===== src/rtl/svc_rv_div_seq.sv =====
// RISC-V M-extension divide/remainder sequencer: radix-2 restoring divider
// with signed fix-up and short-path special cases (divide by zero, overflow).
module svc_rv_div_seq #(
   parameter int unsigned XLEN = 32
) (
   input  logic            clk,
   input  logic            rst_n,
   input  logic            start,
   input  logic [1:0]      op,
   input  logic [XLEN-1:0] rs1_data,
   input  logic [XLEN-1:0] rs2_data,
   input  logic            flush,
   output logic            stall,
   output logic            busy,
   output logic            done,
   output logic [XLEN-1:0] result
);

   localparam int unsigned CW = $clog2(XLEN + 1);

   typedef enum logic [1:0] {
      IDLE,
      CALC,
      DONE
   } state_t;

   state_t          state_q, state_d;
   logic [CW-1:0]   cnt_q, cnt_d;
   logic [XLEN-1:0] rem_q, rem_d;
   logic [XLEN-1:0] quo_q, quo_d;
   logic [XLEN-1:0] dvs_q, dvs_d;
   logic [XLEN-1:0] result_q, result_d;
   logic            is_rem_q, is_rem_d;
   logic            neg_quo_q, neg_quo_d;
   logic            neg_rem_q, neg_rem_d;

   logic            is_signed, a_neg, b_neg, div_zero, ovf, accept;
   logic [XLEN-1:0] min_val, a_mag, b_mag, spec_res;
   logic [XLEN:0]   rem_sh;
   logic            fits;
   logic [XLEN-1:0] rem_nx, quo_nx, q_fix, r_fix;

   // Operand decode for the accept cycle; magnitudes wrap so |MIN| stays MIN.
   always_comb begin
      min_val   = {1'b1, {(XLEN-1){1'b0}}};
      is_signed = ~op[0];
      a_neg     = is_signed & rs1_data[XLEN-1];
      b_neg     = is_signed & rs2_data[XLEN-1];
      a_mag     = a_neg ? (~rs1_data + 1'b1) : rs1_data;
      b_mag     = b_neg ? (~rs2_data + 1'b1) : rs2_data;
      div_zero  = (rs2_data == '0);
      ovf       = is_signed & (rs1_data == min_val) & (rs2_data == '1);
      if (div_zero) begin
         spec_res = op[1] ? rs1_data : '1;
      end else begin
         spec_res = op[1] ? '0 : min_val;
      end
      accept    = start & ~flush;
   end

   // One restoring step; the last step's outputs feed the sign fix-up directly.
   always_comb begin
      rem_sh = {rem_q, quo_q[XLEN-1]};
      fits   = (rem_sh >= {1'b0, dvs_q});
      rem_nx = fits ? XLEN'(rem_sh - {1'b0, dvs_q}) : rem_sh[XLEN-1:0];
      quo_nx = {quo_q[XLEN-2:0], fits};
      q_fix  = neg_quo_q ? (~quo_nx + 1'b1) : quo_nx;
      r_fix  = neg_rem_q ? (~rem_nx + 1'b1) : rem_nx;
   end

   always_comb begin
      state_d   = state_q;
      cnt_d     = cnt_q;
      rem_d     = rem_q;
      quo_d     = quo_q;
      dvs_d     = dvs_q;
      result_d  = result_q;
      is_rem_d  = is_rem_q;
      neg_quo_d = neg_quo_q;
      neg_rem_d = neg_rem_q;

      unique case (state_q)
         IDLE: begin
            if (accept) begin
               is_rem_d  = op[1];
               neg_quo_d = a_neg ^ b_neg;
               neg_rem_d = a_neg;
               dvs_d     = b_mag;
               rem_d     = '0;
               quo_d     = a_mag;
               if (div_zero || ovf) begin
                  state_d  = DONE;
                  result_d = spec_res;
               end else begin
                  state_d = CALC;
                  cnt_d   = CW'(XLEN);
               end
            end
         end
         CALC: begin
            rem_d = rem_nx;
            quo_d = quo_nx;
            cnt_d = cnt_q - 1'b1;
            if (cnt_q == CW'(1)) begin
               state_d  = DONE;
               result_d = is_rem_q ? r_fix : q_fix;
            end
         end
         DONE: begin
            state_d = IDLE;
         end
         default: begin
            state_d = IDLE;
         end
      endcase

      // Flush abandons the operation without touching the visible result.
      if (flush) begin
         state_d  = IDLE;
         cnt_d    = '0;
         result_d = result_q;
      end
   end

   always_ff @(posedge clk) begin
      if (!rst_n) begin
         state_q   <= IDLE;
         cnt_q     <= '0;
         rem_q     <= '0;
         quo_q     <= '0;
         dvs_q     <= '0;
         result_q  <= '0;
         is_rem_q  <= 1'b0;
         neg_quo_q <= 1'b0;
         neg_rem_q <= 1'b0;
      end else begin
         state_q   <= state_d;
         cnt_q     <= cnt_d;
         rem_q     <= rem_d;
         quo_q     <= quo_d;
         dvs_q     <= dvs_d;
         result_q  <= result_d;
         is_rem_q  <= is_rem_d;
         neg_quo_q <= neg_quo_d;
         neg_rem_q <= neg_rem_d;
      end
   end

   assign stall  = ((state_q == IDLE) && start && !flush) || (state_q == CALC);
   assign busy   = (state_q == CALC);
   assign done   = (state_q == DONE);
   assign result = result_q;

endmodule


===== config.mk =====
export PLATFORM = sky130hd
export DESIGN_NAME = svc_rv_div_seq
export DESIGN_NICKNAME = d
export VERILOG_FILES = /design/src/rtl/svc_rv_div_seq.sv
export SDC_FILE = /design/constraint.sdc
export NUM_CORES = 1
export LEC_CHECK = 0
export BUFFER_PORTS_ARGS = -buffer_cell sky130_fd_sc_hd__buf_2
export CORE_ASPECT_RATIO = 1.75
export CORE_MARGIN = 4
export CORE_UTILIZATION = 61
export CTS_CLUSTER_SIZE = 25
export DETAILED_ROUTE_END_ITERATION = 8
export GPL_TIMING_DRIVEN = 0
export PLACE_DENSITY = 0.82
export SLEW_MARGIN = 25
export SYNTH_ARGS = -nofsm -noshare
export SYNTH_HDL_FRONTEND = slang
export SYNTH_SLANG_ARGS = --single-unit

===== constraint.sdc =====
create_clock -name clk -period 6.15 [get_ports clk]
set_input_delay 1.845 -clock clk [delete_from_list [all_inputs] [get_ports clk]]
set_output_delay 1.845 -clock clk [all_outputs]
set_load 0.1 [all_outputs]

==> reports/qor.yml <==
place_area_mm2: 0.0121
power.density_mw_per_mm2: 224
cpLargestDelayFamily: "compound AO/OA/AOI/OAI gates"
dr.pass1.iters: 6
ys_top_cells_by_area: "dfxtp_1 (25%), nand2_1 (5.8%), nor2_1 (5.5%)"
path_buf_inv: 5
ctsHoldBuffers: 0
fin_hold_ws_ps: 433
grt_overflow_total: 0
max_freq_mhz: 166
final_nets: 1781
portBuffers: 104
drt_iter0_markers: 1491
synth_compound_area_share_pct: 29.5
netlist_area_mm2: 0.0113
muxShareOfSynthArea_pct: 1.61
dr_total_vias: 13049
yosys_warnings: 0
min_path_type: "register to register"
crit_type: "register to register"
worst_skew_pair.late_latency_ps: 450
synth_cells: 1548
fin_util_pct: 70.7
maxCapViolations: 0
synth_edf_count: 0
multi_input_area_mm2: 0.00797
dp_hpwl_um: 34800
routed_wl_um: 44300
synth_ff_type: "dfxtp_1"
ys_async_sr_fraction_pct: 0
cp_slowest_cell: "or3_4"
synthSimpleGateAreaFrac_pct: 25.3
grt_pass1_wl_um: 69200
slew_headroom_pct: 28.1
post-route-period-util_pct: 98.2
start_util_pct: 62.2
stdcell_count: 1918
cts.clk_slew.worst_paths_ps: 70
cts_buffer_depth: 2
synth_seq_cells: 139
avgViaCountPerCell: 6.80
post-route-min-period_ps: 6040
dp_slack_ps: -785
cts_tree: "built"
synthDistinctLibCells: 86
antenna_found_initial: 0
skew_ps: 10.4
seqCellArea_mm2: 0.00278
tightest_slew_ps: 1060
crit_fanout: 10
rows: 65
outcome: "complete, no violations"
crit_path_end_kind: "register"
antenna_cells: 0
numCtsBuffers: 17
crit_chain: "ha_1 -> buf_2 -> and4_1 -> nand4_1 -> o32a_1 -> o21a_2 -> nand2_4 -> buf_4 -> buf_4 -> buf_6 -> mux2i_4 -> ha_1 -> nand2_1 -> inv_1 -> o2111ai_2 -> a2111oi_4 -> mux2_4 -> o2111ai_2 -> or3_4 -> o21ai_0 -> xor2_1 -> o211ai_1"
slowest_delay_ps: 450
nFillCells: 1569
critical_path_arrival_ps: 6370
syn_area_per_cell_um2: 7.29
area_growth_pct: 13.6
placed_cells: 1886
design_area_mm2: 0.0128
synth_xor_area_share_pct: 8.93
grtUsageTotal_pct: 41.9
synth_top_cell_area_share_pct: 24.7
synth.net_count: 1658
setup_violations: 0
start_kind: "register"
die_w_um: 111
cts-root-buf: "clkbuf_16"
layout-drive-gt1-share_pct: 12.1
peakVddDrop_mv: 0.201
die-area_mm2: 0.0208
ios: 105
required_ps: 6470
coreArea_mm2: 0.0181
yosysTopAreaCell: "dfxtp_1"
drtAntennaViolNets: 0
synth_top_family_by_area: "compound AO/OA/AOI/OAI gates"
grt_max_degree: 20
ys_seq_area_share_pct: 24.7
hold_viol: 0
drv_slew: 0
die_h_um: 188
synth_fa_ha_area_share_pct: 4.50
drc: 0
gp_congestion: 1.01
grt_pass1_vias: 13135
worst_slack_ps: 108
h-tree-depth: 4
leakage_nw: 4.98
clkSinkCount: 139
wl_per_cell_um: 23.1
[synthesized netlist by cell type (5+ instances only)]
library cell,count
mux2_2,5
and3_1,15
nand2b_1,14
xor2_1,52
mux2i_1,11
a22oi_1,47
o31ai_1,27
o211ai_1,12
nor4_1,20
nor2_1,164
a21o_1,19
inv_1,54
a211oi_1,34
buf_1,7
nand2_1,173
nand4_1,21
a21oi_1,117
o21a_1,8
o21ai_0,100
and4_1,8
a31oi_1,17
dfxtp_1,139
a311oi_1,8
nand3_1,34
buf_2,12
o41ai_1,15
or4_1,14
nor3_1,43
a211o_1,7
o311ai_0,5
o21ai_1,7
ha_1,39
o2111ai_1,6
clkbuf_1,75
or3_1,33
and2_1,11
a221oi_1,5
nor3b_1,5
or2_2,8
nor2b_1,7
o221ai_1,18
xnor2_1,63
[what timing repair did]
action | 4_1_cts | 5_1_grt
setup buffers | 0 | 2
pin swaps | 1 | 2
resized for setup | 15 | 9
setup endpoints to repair | 9 | 22
[power breakdown]
group,switching (mW),internal [mW],total [mW]
logic,0.541,0.270,0.812
registers,0.0332,0.934,0.967
clock network,0.425,0.666,1.09
total,0.999,1.87,2.87
[layout make-up]
type / instances / share of cell area [%]
Multi-Input combinational cell: 1255 / 62.2
Sequential cell: 139 / 21.7
Timing Repair Buffer: 106 / 4.18
Clock buffer: 20 / 3.64
Buffer: 95 / 3.18
Tap cell: 234 / 2.28
Inverter: 57 / 1.67
Clock inverter: 12 / 1.13
[worst paths after layout]
check | start | end | slack [ps] | cells after the start
worst min register to register | result[7]$_SDFFE_PN0P_ | result[7]$_SDFFE_PN0P_ | 430 | 2
worst max-delay path | rem_q[20]$_SDFFE_PN0P_ | result[30]$_SDFFE_PN0P_ | 110 | 22
worst max register to register | rem_q[20]$_SDFFE_PN0P_ | result[30]$_SDFFE_PN0P_ | 110 | 22
worst min-delay path | result[7]$_SDFFE_PN0P_ | result[7]$_SDFFE_PN0P_ | 430 | 2
[sequential cells by signal, summed over array words and instances, names as in the netlist]
register,count
is_rem_q,1
rem_q,32
cnt_q,6
dvs_q,32
result,32
neg_rem_q,1
neg_quo_q,1
quo_q,32
state_q,2
[cells in the final DEF (no fill, tap or decap), types with 6 or more instances in the layout]
master	count
nand2_1	173
nor2_1	164
dfxtp_1	138
a21oi_1	117
buf_2	114
o21ai_0	98
clkbuf_1	73
xnor2_1	63
inv_1	54
xor2_1	52
a22oi_1	47
nor3_1	43
ha_1	39
nand3_1	34
a211oi_1	34
or3_1	31
o31ai_1	27
nand4_1	21
a21o_1	19
nor4_1	18
o221ai_1	17
a31oi_1	17
clkbuf_16	17
and3_1	15
o41ai_1	15
nand2b_1	14
or4_1	14
o211ai_1	12
and2_1	11
mux2i_1	10
o21ai_1	9
and4_1	8
o21a_1	8
or2_2	8
a311oi_1	8
a211o_1	7
nor2b_1	7
clkinv_2	6
[tightest hold or removal path: stages, from the launching register on]
cell and delay [ps]:
dfxtp_1 300, nand2_1 50, nand2_1 40
[kinds of logic after synthesis]
group | Yosys count
multiplexers | 17
XOR/XNOR | 115
adder cells (fa/ha/maj) | 40
AND/OR/NAND/NOR | 589
flip-flops | 139
buffers and inverters | 154
AO/OA/AOI/OAI | 494
[metal layers]
metal	track usage (%)	routed length, um	up-vias
li1	-	-	5971
met1	40.8	14400	5992
met2	75.5	22300	809
met3	7.68	3340	277
met4	34.7	4270	0
met5	0	0	-
[through the flow]
| step | power, mW | TNS [ps] |
|---|---|---|
| detailed placement | 1.75 | -6100 |
| CTS | 2.82 | 0 |
| global placement | 1.74 | -6140 |
| floorplan | 1.51 | 0 |
| finish | 2.87 | 0 |
| global route | 2.96 | -24.1 |
(Power assumes the default switching activity.)
